## src/rtl/ucie_pkg.sv

```systemverilog
// rtl/ucie_pkg.sv - shared constants and state type for the sideband message assembler
package ucie_pkg;

  localparam int SB_MSG_BYTES = 8;
  localparam int SB_MSG_WIDTH = 64;

  typedef enum logic [1:0] {
    IDLE    = 2'd0,
    COLLECT = 2'd1,
    HOLD    = 2'd2
  } sb_asm_state_t;

endpackage

```

## src/rtl/ucie_sat_counter.sv

```systemverilog
// rtl/ucie_sat_counter.sv - saturating event counter, sticks at all-ones
module ucie_sat_counter #(
  parameter int WIDTH = 16
) (
  input  logic             clk,
  input  logic             rst,
  input  logic             inc,
  output logic [WIDTH-1:0] count
);

  logic [WIDTH-1:0] r_count;

  always_ff @(posedge clk or posedge rst) begin
    if (rst) begin
      r_count <= '0;
    end else if (inc && (r_count != {WIDTH{1'b1}})) begin
      r_count <= r_count + WIDTH'(1);
    end
  end

  assign count = r_count;

endmodule

```

## src/rtl/ucie_sb_msg_assembler.sv

```systemverilog
// rtl/ucie_sb_msg_assembler.sv - packs sideband bytes into checksummed 64-bit messages
module ucie_sb_msg_assembler
  import ucie_pkg::*;
#(
  parameter int TIMEOUT_CYCLES = 64
) (
  input  logic                    clk_sb,
  input  logic                    rst,
  input  logic [7:0]              sb_data_in,
  input  logic                    sb_valid_in,
  output logic                    sb_ready_out,
  output logic [SB_MSG_WIDTH-1:0] msg_data,
  output logic                    msg_valid,
  input  logic                    msg_ready,
  output logic                    err_checksum,
  output logic                    err_timeout,
  output logic [15:0]             msg_count,
  output logic [15:0]             err_count
);

  localparam int                IDLE_W    = $clog2(TIMEOUT_CYCLES + 1);
  localparam logic [IDLE_W-1:0] IDLE_LAST = IDLE_W'(TIMEOUT_CYCLES - 1);
  localparam logic [2:0]        LAST_BYTE = 3'(SB_MSG_BYTES - 1);

  sb_asm_state_t           r_state;
  sb_asm_state_t           w_state_next;
  logic [2:0]              r_byte_cnt;
  logic [IDLE_W-1:0]       r_idle_cnt;
  logic [SB_MSG_WIDTH-9:0] r_asm;
  logic [SB_MSG_WIDTH-1:0] r_hold;
  logic [7:0]              r_csum;

  logic                    w_accept;
  logic                    w_csum_ok;
  logic                    w_out_free;
  logic                    w_deliver;
  logic                    w_to_hold;
  logic                    w_hold_pop;
  logic                    w_bad;
  logic                    w_timeout;
  logic                    w_load_out;
  logic [SB_MSG_WIDTH-1:0] w_full_msg;

  assign w_accept   = sb_valid_in & sb_ready_out;
  assign w_full_msg = {sb_data_in, r_asm};
  assign w_csum_ok  = (sb_data_in == r_csum);
  assign w_out_free = ~msg_valid | msg_ready;
  assign w_load_out = w_deliver | w_hold_pop;

  always_ff @(posedge clk_sb or posedge rst) begin
    if (rst) begin
      r_state <= IDLE;
    end else begin
      r_state <= w_state_next;
    end
  end

  always_comb begin
    w_state_next = r_state;
    w_deliver    = 1'b0;
    w_to_hold    = 1'b0;
    w_hold_pop   = 1'b0;
    w_bad        = 1'b0;
    w_timeout    = 1'b0;
    case (r_state)
      IDLE: begin
        if (w_accept) w_state_next = COLLECT;
      end
      COLLECT: begin
        if (w_accept) begin
          if (r_byte_cnt == LAST_BYTE) begin
            if (!w_csum_ok) begin
              w_bad        = 1'b1;
              w_state_next = IDLE;
            end else if (w_out_free) begin
              w_deliver    = 1'b1;
              w_state_next = IDLE;
            end else begin
              w_to_hold    = 1'b1;
              w_state_next = HOLD;
            end
          end
        end else if (r_idle_cnt == IDLE_LAST) begin
          w_timeout    = 1'b1;
          w_state_next = IDLE;
        end
      end
      HOLD: begin
        if (msg_ready) begin
          w_hold_pop   = 1'b1;
          w_state_next = IDLE;
        end
      end
      default: w_state_next = IDLE;
    endcase
  end

  // Bytes shift in from the top so byte 0 lands in [7:0] once byte 6 arrives;
  // r_csum carries the running XOR of bytes 0..6 for comparison with byte 7.
  always_ff @(posedge clk_sb or posedge rst) begin
    if (rst) begin
      sb_ready_out <= 1'b0;
      err_checksum <= 1'b0;
      err_timeout  <= 1'b0;
      r_byte_cnt   <= '0;
      r_idle_cnt   <= '0;
      r_asm        <= '0;
      r_hold       <= '0;
      r_csum       <= '0;
      msg_data     <= '0;
      msg_valid    <= 1'b0;
    end else begin
      sb_ready_out <= (w_state_next != HOLD);
      err_checksum <= w_bad;
      err_timeout  <= w_timeout;

      if (w_state_next != COLLECT) begin
        r_byte_cnt <= '0;
      end else if (w_accept) begin
        r_byte_cnt <= r_byte_cnt + 3'd1;
      end

      if ((r_state == COLLECT) && (w_state_next == COLLECT) && !w_accept) begin
        r_idle_cnt <= r_idle_cnt + IDLE_W'(1);
      end else begin
        r_idle_cnt <= '0;
      end

      if (w_accept) begin
        r_asm  <= {sb_data_in, r_asm[SB_MSG_WIDTH-9:8]};
        r_csum <= (r_state == IDLE) ? sb_data_in : (r_csum ^ sb_data_in);
      end

      if (w_to_hold) r_hold <= w_full_msg;

      if (w_load_out) begin
        msg_data  <= w_deliver ? w_full_msg : r_hold;
        msg_valid <= 1'b1;
      end else if (msg_ready) begin
        msg_valid <= 1'b0;
      end
    end
  end

  ucie_sat_counter #(.WIDTH(16)) u_msg_cnt (
    .clk   (clk_sb),
    .rst   (rst),
    .inc   (w_load_out),
    .count (msg_count)
  );

  ucie_sat_counter #(.WIDTH(16)) u_err_cnt (
    .clk   (clk_sb),
    .rst   (rst),
    .inc   (w_bad | w_timeout),
    .count (err_count)
  );

endmodule

```

## config.mk

```make
export PLATFORM = sky130hd
export DESIGN_NAME = ucie_sb_msg_assembler
export DESIGN_NICKNAME = d
export VERILOG_FILES = /design/src/rtl/ucie_pkg.sv /design/src/rtl/ucie_sat_counter.sv /design/src/rtl/ucie_sb_msg_assembler.sv
export SDC_FILE = /design/constraint.sdc
export NUM_CORES = 1
export LEC_CHECK = 0
export CAP_MARGIN = 20
export CORE_ASPECT_RATIO = 0.7
export CORE_MARGIN = 2
export CORE_UTILIZATION = 40
export DETAILED_ROUTE_END_ITERATION = 6
export PLACE_DENSITY = 0.69
export SKIP_LAST_GASP = 1
export SLEW_MARGIN = 20
export SYNTH_ARGS = -nofsm -noshare
export SYNTH_HDL_FRONTEND = slang
export SYNTH_HIERARCHICAL = 1
export SYNTH_SLANG_ARGS = --single-unit
export TNS_END_PERCENT = 1
```

## constraint.sdc

```tcl
create_clock -name clk_sb -period 12.05 [get_ports clk_sb]
set_input_delay 2.41 -clock clk_sb [delete_from_list [all_inputs] [get_ports clk_sb]]
set_output_delay 2.41 -clock clk_sb [all_outputs]
set_load 0.03 [all_outputs]
```

==> metrics.md, run 1 <==
| Metric | Value |
|---|---|
| Status | `complete, no violations` |
| Reg power frac | `50.7%` |
| Final #Nets | `968` |
| Pre-CTS setup slack | `6520 ps` |
| Syn_area_per_cell | `11.8 um^2` |
| Port Buf Inserts | `111` |
| Switching share of total power | `22.8%` |
| Max-Cap Viols | `0` |
| Remaining DRCs | `0` |
| TNS Setup | `0 ps` |
| CP Data Required Time | `12440 ps` |
| Total CTS buffers | `24` |
| All-layer global routing usage | `17.4%` |
| Fill count | `2216` |
| DIE HEIGHT | `136 um` |
| Final min period | `5020 ps` |
| Placer Congestion | `0.793` |
| Tcrit/Tclk final | `41.7%` |
| Synth area leader | `dfrtp_1` |
| Synth-to-Final Area Change | `22.4%` |
| CTS tree | `yes` |
| PD cells | `141 nW/um^2` |
| CP max stage cell | `or3_1` |
| CTS max path bufs | `3` |
| Clock network power share | `44.5%` |
| Number of library cell types mapped by synthesis | `45` |
| Total congestion overflow | `0` |
| Initial Util | `40.6%` |
| Via Count | `6786` |
| Slowest Stage Delay on Critical Path | `500 ps` |
| Number of buffers and inverters on the critical path | `3` |
| Clock sinks | `240` |
| Largest net degree at the start of global routing | `130` |
| Post-CTS Resized | `0` |
| Final wirelength | `22300 um` |
| Largest cells by area after synthesis | `dfrtp_1, nand2_1, a221o_1` |
| Clk_lat worst skew | `510 ps` |
| Detail Placement HPWL | `13500 um` |
| Post-synthesis sequential area ratio | `60.1%` |
| Post CTS Setup Buffer Count | `0` |
| Vias in the first global route | `6719` |
| Unrepaired setup endpoints after global routing | `false` |
| Yosys reg bits | `240` |
| Layout cells sized above 1 | `10.2%` |
| Most frequent cells in the layout | `dfrtp_1, nand2_1, clkdlybuf4s50_1, and2_1, a221o_1` |
| Maximum fanout along the worst path | `63` |
| Yosys top cell area share | `60.1%` |
| Synth async-reset ratio | `100%` |
| ANT nets after route | `0` |
| Slew @ Worst Pin | `882 ps` |
| Final worst slack | `7030 ps` |
| Util after Layout | `49.7%` |
| Post-DP Area | `11400 um^2` |
| Clk_skew | `12.0 ps` |
| Max Transition Viols Final | `0` |
| Worst rel slew slack | `41.2%` |
| Hold Fails Final Rpt | `0` |
| First-pass iteration count of the detailed router | `4` |
| Cell area after synthesis | `10000 um^2` |
| Maximum VDD drop | `0.0000847 V` |
| Via-per-instance ratio | `5.25` |
| Pleak | `5.93 nW` |
| Syn_nets | `864` |
| Top delay family on crit path | `simple AND/OR/NAND/NOR gates` |
| # hold bufs at CTS | `0` |
| Ys Warns | `6` |
| Initial antenna violation count | `1` |
| Main synth FF type | `dfrtp_1` |
| Ant diodes | `0` |
| Psw | `0.000394 W` |
| CP endpoint kind | `register` |
| Combinational power share | `4.8%` |
| First-pass GRT wire length | `36300 um` |
| Core area | `24600 um^2` |
| Internal | `0.00133 W` |
| Die Area | `26300 um^2` |
| Io pins | `112` |
| Detailed Route Iter0 Violations | `465` |
| Worst-path clk slew | `60 ps` |
| Htree depth | `1` |
| Mapped Cells | `847` |
| Critical path class | `in2reg` |
| Final Instance Area | `12200 um^2` |
| Root Buffer | `clkbuf_16` |
| Most common cell after layout, fill and taps aside | `dfrtp_1` |
| Multi-input gate area | `3790 um^2` |
| HP Class | `reg2reg` |
| Die Wd | `193 um` |
| Crit path arrival time | `5410 ps` |
| Critical Path Start Type | `input port` |
| Fmax | `199 MHz` |
| Final setup viols | `0` |
| WL per Instance | `17.3 um` |
| Crit-path cells | `clkdlybuf4s50_1 > nand2_2 > buf_4 > or3_1 > nor3b_1 > a21oi_4 > inv_1 > and4_1 > nand3_1 > nor2_1 > mux2_2` |
| Sequential standard cell area | `6010 um^2` |
| Number of synthesized flops with an enable pin | `0` |
| # rows | `48` |
[worst register-to-register path, cell delays in order, from the launching register on]
cell and delay [ps]:
dfrtp_1 380, nand2_2 50, buf_4 330, or3_1 520, nor3b_1 370, a21oi_4 110
inv_1 190, and4_1 300, nand3_1 140, nor2_1 170, mux2_2 350
[flip-flops by register name (all words and copies together) (netlist names)]
name             cells
r_byte_cnt           3
r_state              2
msg_data            64
r_hold              64
r_idle_cnt           7
r_csum               8
r_asm               56
u_msg_cnt/count     16
msg_valid            1
u_err_cnt/count     16
err_checksum         1
sb_ready_out         1
err_timeout          1
[cells by family after synthesis]
kind of cell	share of synthesized area, %
simple gates	17.8
flops	60.1
compound gates	8.35
mux	7.86
buf+inv	2.23
xor+xnor	3.07
fa+ha+maj	0.626
[layer usage]
layer  wire, um  up-vias  track usage (%)
met5          0        -                0
met4        303        0             3.41
met3       1130       20             2.94
met2       9900      133             26.1
met1      11000     3458             26.6
li1           -     3175                -
[path summary, 6_finish.rpt]
check | depth (start not counted) | slack (ps) | to | startpoint
min in group asynchronous | 2 | 2480 | u_msg_cnt/count[12] | rst
worst max-delay path | 11 | 7030 | u_msg_cnt/count[14] | sb_valid_in
worst min-delay path | 1 | 460 | r_idle_cnt[0] | r_idle_cnt[0]
worst max register to register | 10 | 9040 | u_msg_cnt/count[14] | sb_ready_out
max in group asynchronous | 3 | 8290 | r_hold[12] | rst
worst min register to register | 1 | 460 | r_idle_cnt[0] | r_idle_cnt[0]
[cells in the mapped netlist, types with 3 or more instances]
| master | instances |
|---|---|
| nand2b_1 | 3 |
| a221o_1 | 64 |
| buf_1 | 5 |
| and3_1 | 10 |
| nand3_1 | 16 |
| a311oi_1 | 7 |
| nor2_1 | 24 |
| clkbuf_1 | 22 |
| mux2_2 | 30 |
| inv_1 | 5 |
| and4_1 | 6 |
| ha_1 | 5 |
| a21oi_1 | 13 |
| buf_6 | 4 |
| mux2_1 | 38 |
| nor4_4 | 3 |
| nand2_1 | 196 |
| xnor2_1 | 34 |
| dfrtp_1 | 240 |
| and2_1 | 68 |
| nand4_1 | 10 |
| buf_2 | 10 |
[power groups by stage]
stage | logic (W) | registers, W | clock network, W
2_1_floorplan | 0.0000589 | 0.000879 | 0
3_3_place_gp | 0.0000817 | 0.000888 | 0
3_5_place_dp | 0.0000845 | 0.000889 | 0
4_1_cts | 0.0000850 | 0.000874 | 0.000787
5_1_grt | 0.0000957 | 0.000880 | 0.000826
6_report | 0.0000830 | 0.000875 | 0.000768
[layout make-up]
| class | instances | area share [%] |
|---|---|---|
| sequential | 240 | 49.1 |
| timing repair buffer | 120 | 9.66 |
| clock buffer | 36 | 6.02 |
| tap | 325 | 3.32 |
| clock inverter | 6 | 0.706 |
| multi-input combinational | 560 | 31.0 |
| inverter | 5 | 0.215 |
[per-stage QoR]
| stage | instances | hold WS (ps) | total power [W] |
|---|---|---|---|
| finish | 1292 | 464 | 0.00173 |
| global route | 1292 | 485 | 0.00180 |
| CTS | 1292 | 471 | 0.00175 |
| detailed placement | 1250 | 464 | 0.000973 |
| global placement | 1250 | 453 | 0.000969 |
| floorplan | 847 | 433 | 0.000938 |
Note: power is estimated with default switching activity, not from simulation.
==> run 2: changes to the inputs <==
==> constraint.sdc (replaced) <==
create_clock -name clk_sb -period 5.2 [get_ports clk_sb]
set_input_delay 1.04 -clock clk_sb [delete_from_list [all_inputs] [get_ports clk_sb]]
set_output_delay 1.04 -clock clk_sb [all_outputs]
set_load 0.03 [all_outputs]
==> run 2 against run 1 <==
Non-clock buffer count is 2 higher. Global-route usage is essentially flat. Worst setup slack worse by 5300 ps. Wire length increased by 0.19%. Cell count increased by 0.31%. Highest routed layer unchanged. Register-to-register slack got worse by 6800 ps. Sequential cell count unchanged.
==> metrics.md, run 2 (synthesis gave the netlist of run 1 again) <==
| Metric | Value |
|---|---|
| Status | `complete, no violations` |
| All-layer global routing usage | `17.4% (+0.033 points)` |
| Clk_lat worst skew | `510 ps (about the same)` |
| Pleak | `5.99 nW (+1.1%)` |
| Via-per-instance ratio | `5.23 (-0.47%)` |
| CP Data Required Time | `5600 ps (-6840 ps)` |
| Detail Placement HPWL | `13900 um (+2.7%)` |
| Port Buf Inserts | `111 (unchanged)` |
| Design Power | `0.00420 W (+140%)` |
| Maximum VDD drop | `0.000236 V (+180%)` |
| Slew @ Worst Pin | `771 ps (-111 ps)` |
| Post CTS Setup Buffer Count | `0 (unchanged)` |
| CP max stage cell | `buf_4` |
| Largest net degree at the start of global routing | `92 (-29%)` |
| Critical Path Start Type | `input port` |
| Critical path class | `in2reg` |
| DP Cell Count | `1252 (+0.16%)` |
| Crit-path cells | `clkdlybuf4s50_1 > nand2_2 > buf_4 > nand2_1 > nor4_1 > or2_2 > and4_1 > nand3_1 > nor2_1 > mux2_2` |
| Post-Route M1 WL | `11000 um (+0.64%)` |
| DIE HEIGHT | `136 um (unchanged)` |
| PD cells | `340 nW/um^2 (+140%)` |
| TNS Setup | `0 ps (unchanged)` |
| Max Transition Viols Final | `0 (unchanged)` |
| Detailed Route Iter0 Violations | `433 (-6.9%)` |
| Htree depth | `1 (unchanged)` |
| Fill count | `2186 (-1.4%)` |
| Total CTS buffers | `25 (+4.2%)` |
| CTS max path bufs | `3 (unchanged)` |
| Maximum fanout along the worst path | `62 (-1.6%)` |
| Met3 WL | `1160 um (+2.3%)` |
| ANT nets after route | `0 (unchanged)` |
| Synth-to-Final Area Change | `23.8%` |
| Total congestion overflow | `0 (unchanged)` |
| Die Area | `26300 um^2 (unchanged)` |
| Worst rel slew slack | `48.6% (+7.4 points)` |
| Crit path arrival time | `3830 ps (-1580 ps)` |
| Post-CTS Resized | `0 (unchanged)` |
| # rows | `48 (unchanged)` |
| Most common cell after layout, fill and taps aside | `dfrtp_1` |
| Final wirelength | `22300 um (+0.19%)` |
| Largest registers | `msg_data: 64 flops, r_hold: 64 flops, r_asm: 56 flops` |
| Placer Congestion | `0.764 (-3.6%)` |
| Hold Worst Slack | `455 ps (-9.56 ps)` |
| WL per Instance | `17.2 um (-0.12%)` |
| Sequential standard cell area | `6010 um^2 (unchanged)` |
| Max Used Layer | `met4` |
| Worst-path clk slew | `60 ps (about the same)` |
| Unrepaired setup endpoints after global routing | `false` |
| Ant diodes | `0 (unchanged)` |
| Io pins | `112 (unchanged)` |
| Layout cells sized above 1 | `10.6% (+0.37 points)` |
| Routed length on met2 | `9860 um (-0.32%)` |
| Multi-input gate area | `3790 um^2 (unchanged)` |
| Root Buffer | `clkbuf_16` |
| Initial Util | `40.6% (unchanged)` |
| Finished Layout Cells | `1296 (+0.31%)` |
| Max-Cap Viols | `0 (unchanged)` |
| Vias in the first global route | `6697 (-0.33%)` |
| Clk_skew | `9.24 ps (-2.76 ps)` |
| CP endpoint kind | `register` |
| Remaining DRCs | `0 (unchanged)` |
| Hold Fails Final Rpt | `0 (unchanged)` |
| Slowest Stage Delay on Critical Path | `590 ps (+90 ps)` |
| First-pass iteration count of the detailed router | `4 (unchanged)` |
| Clock sinks | `240 (unchanged)` |
| Most frequent cells in the layout | `dfrtp_1, nand2_1, clkdlybuf4s50_1, and2_1, a221o_1` |
| # hold bufs at CTS | `0 (unchanged)` |
| CTS tree | `yes` |
| Final setup viols | `0 (unchanged)` |
| First-pass GRT wire length | `36600 um (+0.80%)` |
| Fmax | `292 MHz` |
| Via Count | `6775 (-0.16%)` |
| Initial antenna violation count | `1 (unchanged)` |
| Die Wd | `193 um (unchanged)` |
| Tcrit/Tclk final | `66.0%` |
| Core area | `24600 um^2 (unchanged)` |
| HP Class | `reg2reg` |
| Final #Nets | `971 (+0.31%)` |
| Final min period | `3430 ps` |
run 2: cell count changes in the layout (fill, tap and decap cells not counted), sizes merged:
| cell | before | now |
|---|---|---|
| buf | 9 | 11 |
| clkbuf | 36 | 35 |
| clkinv | 3 | 2 |
| bufinv | 2 | 6 |
run 2: layout make-up:
| class | count | share of cell area [%] |
|---|---|---|
| multi-input combinational | 560 | 30.6 |
| clock buffer | 35 | 5.84 |
| clock inverter | 9 | 1.61 |
| inverter | 5 | 0.182 |
| sequential | 240 | 48.5 |
| timing repair buffer | 122 | 9.94 |
| tap | 325 | 3.28 |
run 2: final timing paths:
kind	start	end	slack (ps)	cells past startpoint
setup / recovery	sb_valid_in	u_err_cnt/count[14]	1770	10
hold / removal	r_idle_cnt[0]	r_idle_cnt[0]	450	1
max in group asynchronous	rst	r_hold[56]	3300	3
min in group asynchronous	rst	u_msg_cnt/count[14]	1010	2
hold reg to reg	r_idle_cnt[0]	r_idle_cnt[0]	450	1
setup reg to reg	r_byte_cnt[0]	u_msg_cnt/count[14]	2210	11
run 2: routing by layer:
layer	up-vias	GRT usage [%]
li1	3181	-
met1	3418	26.7
met2	154	26.1
met3	22	3.20
met4	0	2.82
met5	-	0
run 2: worst max-delay path, delay by kind of cell:
family	cells	cell delay, ps
AND/OR/NAND/NOR	7	1410
buffers and inverters	2	1020
multiplexers	1	350
run 2: power breakdown:
| part | switching, W | internal, W | total [W] |
|---|---|---|---|
| Combinational | 0.000125 | 0.0000702 | 0.000195 |
| Sequential | 0.0000823 | 0.00194 | 0.00203 |
| Clock | 0.000720 | 0.00126 | 0.00198 |
run 2: per-stage QoR:
step | setup WS [ps] | util (%) | instance area (um^2)
6_report | 1770 | 50.3 | 12400
5_1_grt | 1550 | 50.3 | 12400
4_1_cts | 1790 | 50.3 | 12400
3_5_place_dp | 1250 | 46.5 | 11500
3_3_place_gp | 1350 | 46.5 | 11500
2_1_floorplan | 1460 | - | 10000
==> run 3: changes to the inputs <==
==> constraint.sdc (replaced) <==
create_clock -name clk_sb -period 3.17 [get_ports clk_sb]
set_input_delay 0.634 -clock clk_sb [delete_from_list [all_inputs] [get_ports clk_sb]]
set_output_delay 0.634 -clock clk_sb [all_outputs]
set_load 0.03 [all_outputs]
==> run 3 against run 2 <==
First-iteration DRC count fell by 1.4%. Combinational power up 68%. Via count rose by 1.2%. Critical path type is now reg2reg. Largest cell class unchanged.
==> metrics.md, run 3 (synthesis gave the netlist of run 1 again) <==
| Metric | Value |
|---|---|
| Status | `complete, no violations` |
| Clock sinks | `240 (unchanged)` |
| # rows | `48 (unchanged)` |
| Clk_skew | `6.76 ps (-2.48 ps)` |
| Remaining DRCs | `0 (unchanged)` |
| Pleak | `6.07 nW (+1.3%)` |
| CP endpoint kind | `register` |
| ANT nets after route | `0 (unchanged)` |
| All-layer global routing usage | `17.6% (+0.18 points)` |
| Post-CTS Resized | `0 (unchanged)` |
| Layout cells sized above 1 | `12.1% (+1.5 points)` |
| CTS tree | `yes` |
| Core area | `24600 um^2 (unchanged)` |
| Via Count | `6859 (+1.2%)` |
| Critical Path Start Type | `register` |
| Placer Congestion | `0.779 (+2.0%)` |
| Crit path arrival time | `3030 ps (-800 ps)` |
| Largest registers | `msg_data: 64 flops, r_hold: 64 flops, r_asm: 56 flops` |
| Final min period | `2630 ps` |
| Critical path class | `reg2reg` |
| Most common cell after layout, fill and taps aside | `dfrtp_1` |
| CTS max path bufs | `3 (unchanged)` |
| TNS Setup | `0 ps (unchanged)` |
| Largest net degree at the start of global routing | `131 (+42%)` |
| Reg-to-reg startpoint | `r_byte_cnt[0]` |
| FF-to-FF End | `u_msg_cnt/count[14]` |
| Maximum fanout along the worst path | `3 (-95%)` |
| Total CTS buffers | `24 (-4.0%)` |
| Util after Layout | `50.8% (+0.49 points)` |
| Final #Nets | `986 (+1.5%)` |
| DIE HEIGHT | `136 um (unchanged)` |
| Die Wd | `193 um (unchanged)` |
| Max Transition Viols Final | `0 (unchanged)` |
| R2R setup slack | `540 ps (-1670 ps)` |
| Number of buffers and inverters on the critical path | `2 (unchanged)` |
| First-pass iteration count of the detailed router | `5 (+1)` |
| CP max stage cell | `or3_1` |
| Detail Placement HPWL | `13900 um (+0.39%)` |
| Port Buf Inserts | `111 (unchanged)` |
| Most frequent cells in the layout | `dfrtp_1, nand2_1, clkdlybuf4s50_1, and2_1, a221o_1` |
| Htree depth | `1 (unchanged)` |
| Ant diodes | `0 (unchanged)` |
| Root Buffer | `clkbuf_16` |
| Fill count | `2176 (-0.46%)` |
| R2R depth | `12 (+1)` |
| Initial antenna violation count | `0 (-1)` |
| Hold Fails Final Rpt | `0 (unchanged)` |
| Final wirelength | `22400 um (+0.23%)` |
| Io pins | `112 (unchanged)` |
| Hold Worst Slack | `463 ps (+8.72 ps)` |
| WHS Path Cells | `1 (unchanged)` |
| Final setup viols | `0 (unchanged)` |
| Synth-to-Final Area Change | `25.0%` |
| Max-Cap Viols | `0 (unchanged)` |
| Slew @ Worst Pin | `738 ps (-32.6 ps)` |
| CP dominant cell by count | `ha_1` |
| Total congestion overflow | `0 (unchanged)` |
| Worst rel slew slack | `50.8% (+2.2 points)` |
| Post CTS Setup Buffer Count | `0 (unchanged)` |
| Worst Hold End | `r_idle_cnt[0]` |
| Tcrit/Tclk final | `83.0%` |
| Top delay family on crit path | `simple AND/OR/NAND/NOR gates` |
| First-pass GRT wire length | `37200 um (+1.5%)` |
| Slowest Stage Delay on Critical Path | `380 ps (-210 ps)` |
| # hold bufs at CTS | `0 (unchanged)` |
| Clk_lat worst skew | `510 ps (about the same)` |
| Maximum VDD drop | `0.000400 V (+70%)` |
| Initial Util | `40.6% (unchanged)` |
| Fmax | `380 MHz` |
| Die Area | `26300 um^2 (unchanged)` |
| Worst-path clk slew | `60 ps (about the same)` |
| Crit-path cells | `ha_1 > ha_1 > nand2_1 > or3_1 > nor3b_1 > buf_4 > a21oi_4 > inv_1 > and4_1 > nand3_1 > nor2_1 > mux2_2` |
| Detailed Route Iter0 Violations | `427 (-1.4%)` |
| HP Class | `reg2reg` |
| Vias in the first global route | `6806 (+1.6%)` |
| PD cells | `546 nW/um^2 (+61%)` |
| Unrepaired setup endpoints after global routing | `false` |
| WL per Instance | `17.1 um (-0.84%)` |
| HP Start | `r_idle_cnt[0]` |
| CP Data Required Time | `3560 ps (-2040 ps)` |
| Via-per-instance ratio | `5.24 (+0.16%)` |
==> run 3: through the flow <==
step	instances	instance area (um^2)	power, W	setup slack, ps
detailed placement	1268	11600	0.00372	91.7
finish	1310	12500	0.00683	538
global route	1310	12500	0.00712	350
CTS	1310	12500	0.00691	529
global placement	1268	11600	0.00370	120
floorplan	847	10000	0.00357	-164
==> run 3: worst reg2reg max path, stage by stage, from the launching register on <==
cell and delay [ps]:
dfrtp_1 370, ha_1 160, ha_1 170, nand2_1 70, or3_1 380, nor3b_1 210
buf_4 150, a21oi_4 70, inv_1 110, and4_1 220, nand3_1 130, nor2_1 150
mux2_2 340
==> run 3: where the power goes <==
part | internal, W | switching (W) | leakage, nW
Clock | 0.00201 | 0.00116 | 0.444
Sequential | 0.00319 | 0.000139 | 3.26
Combinational | 0.000123 | 0.000204 | 2.36
Total | 0.00533 | 0.00150 | 6.07
==> run 3: routing by layer <==
layer  up-vias  part of all wire [%]  GRT usage [%]
li1       3206                     -              -
met1      3483                    50           26.9
met2       149                    44           26.7
met3        21                   4.5           2.71
met4         0                   1.4           3.03
met5         -                     0              0
==> run 3: area by class of cell <==
| class | count | area (um^2) | area share (%) |
|---|---|---|---|
| clock buffers | 31 | 688 | 5.50 |
| multi-input cells | 560 | 3790 | 30.3 |
| repair buffers | 138 | 1380 | 11.0 |
| clock inverters | 11 | 209 | 1.67 |
| well taps | 325 | 407 | 3.25 |
| inverters | 5 | 22.5 | 0.180 |
| flip-flops and latches | 240 | 6010 | 48.0 |
==> run 3: worst max-delay path by stage <==
stage                       start             endpoint  slack [ps]  cells after the start
floorplan                     rst         err_checksum        -160                      1
global placement    sb_data_in[1]  u_err_cnt/count[14]         120                     10
detailed placement  sb_data_in[1]  u_err_cnt/count[14]          90                     10
CTS                 r_byte_cnt[0]  u_msg_cnt/count[14]         530                     12
global route        r_byte_cnt[0]  u_msg_cnt/count[14]         350                     12
finish              r_byte_cnt[0]  u_msg_cnt/count[14]         540                     12
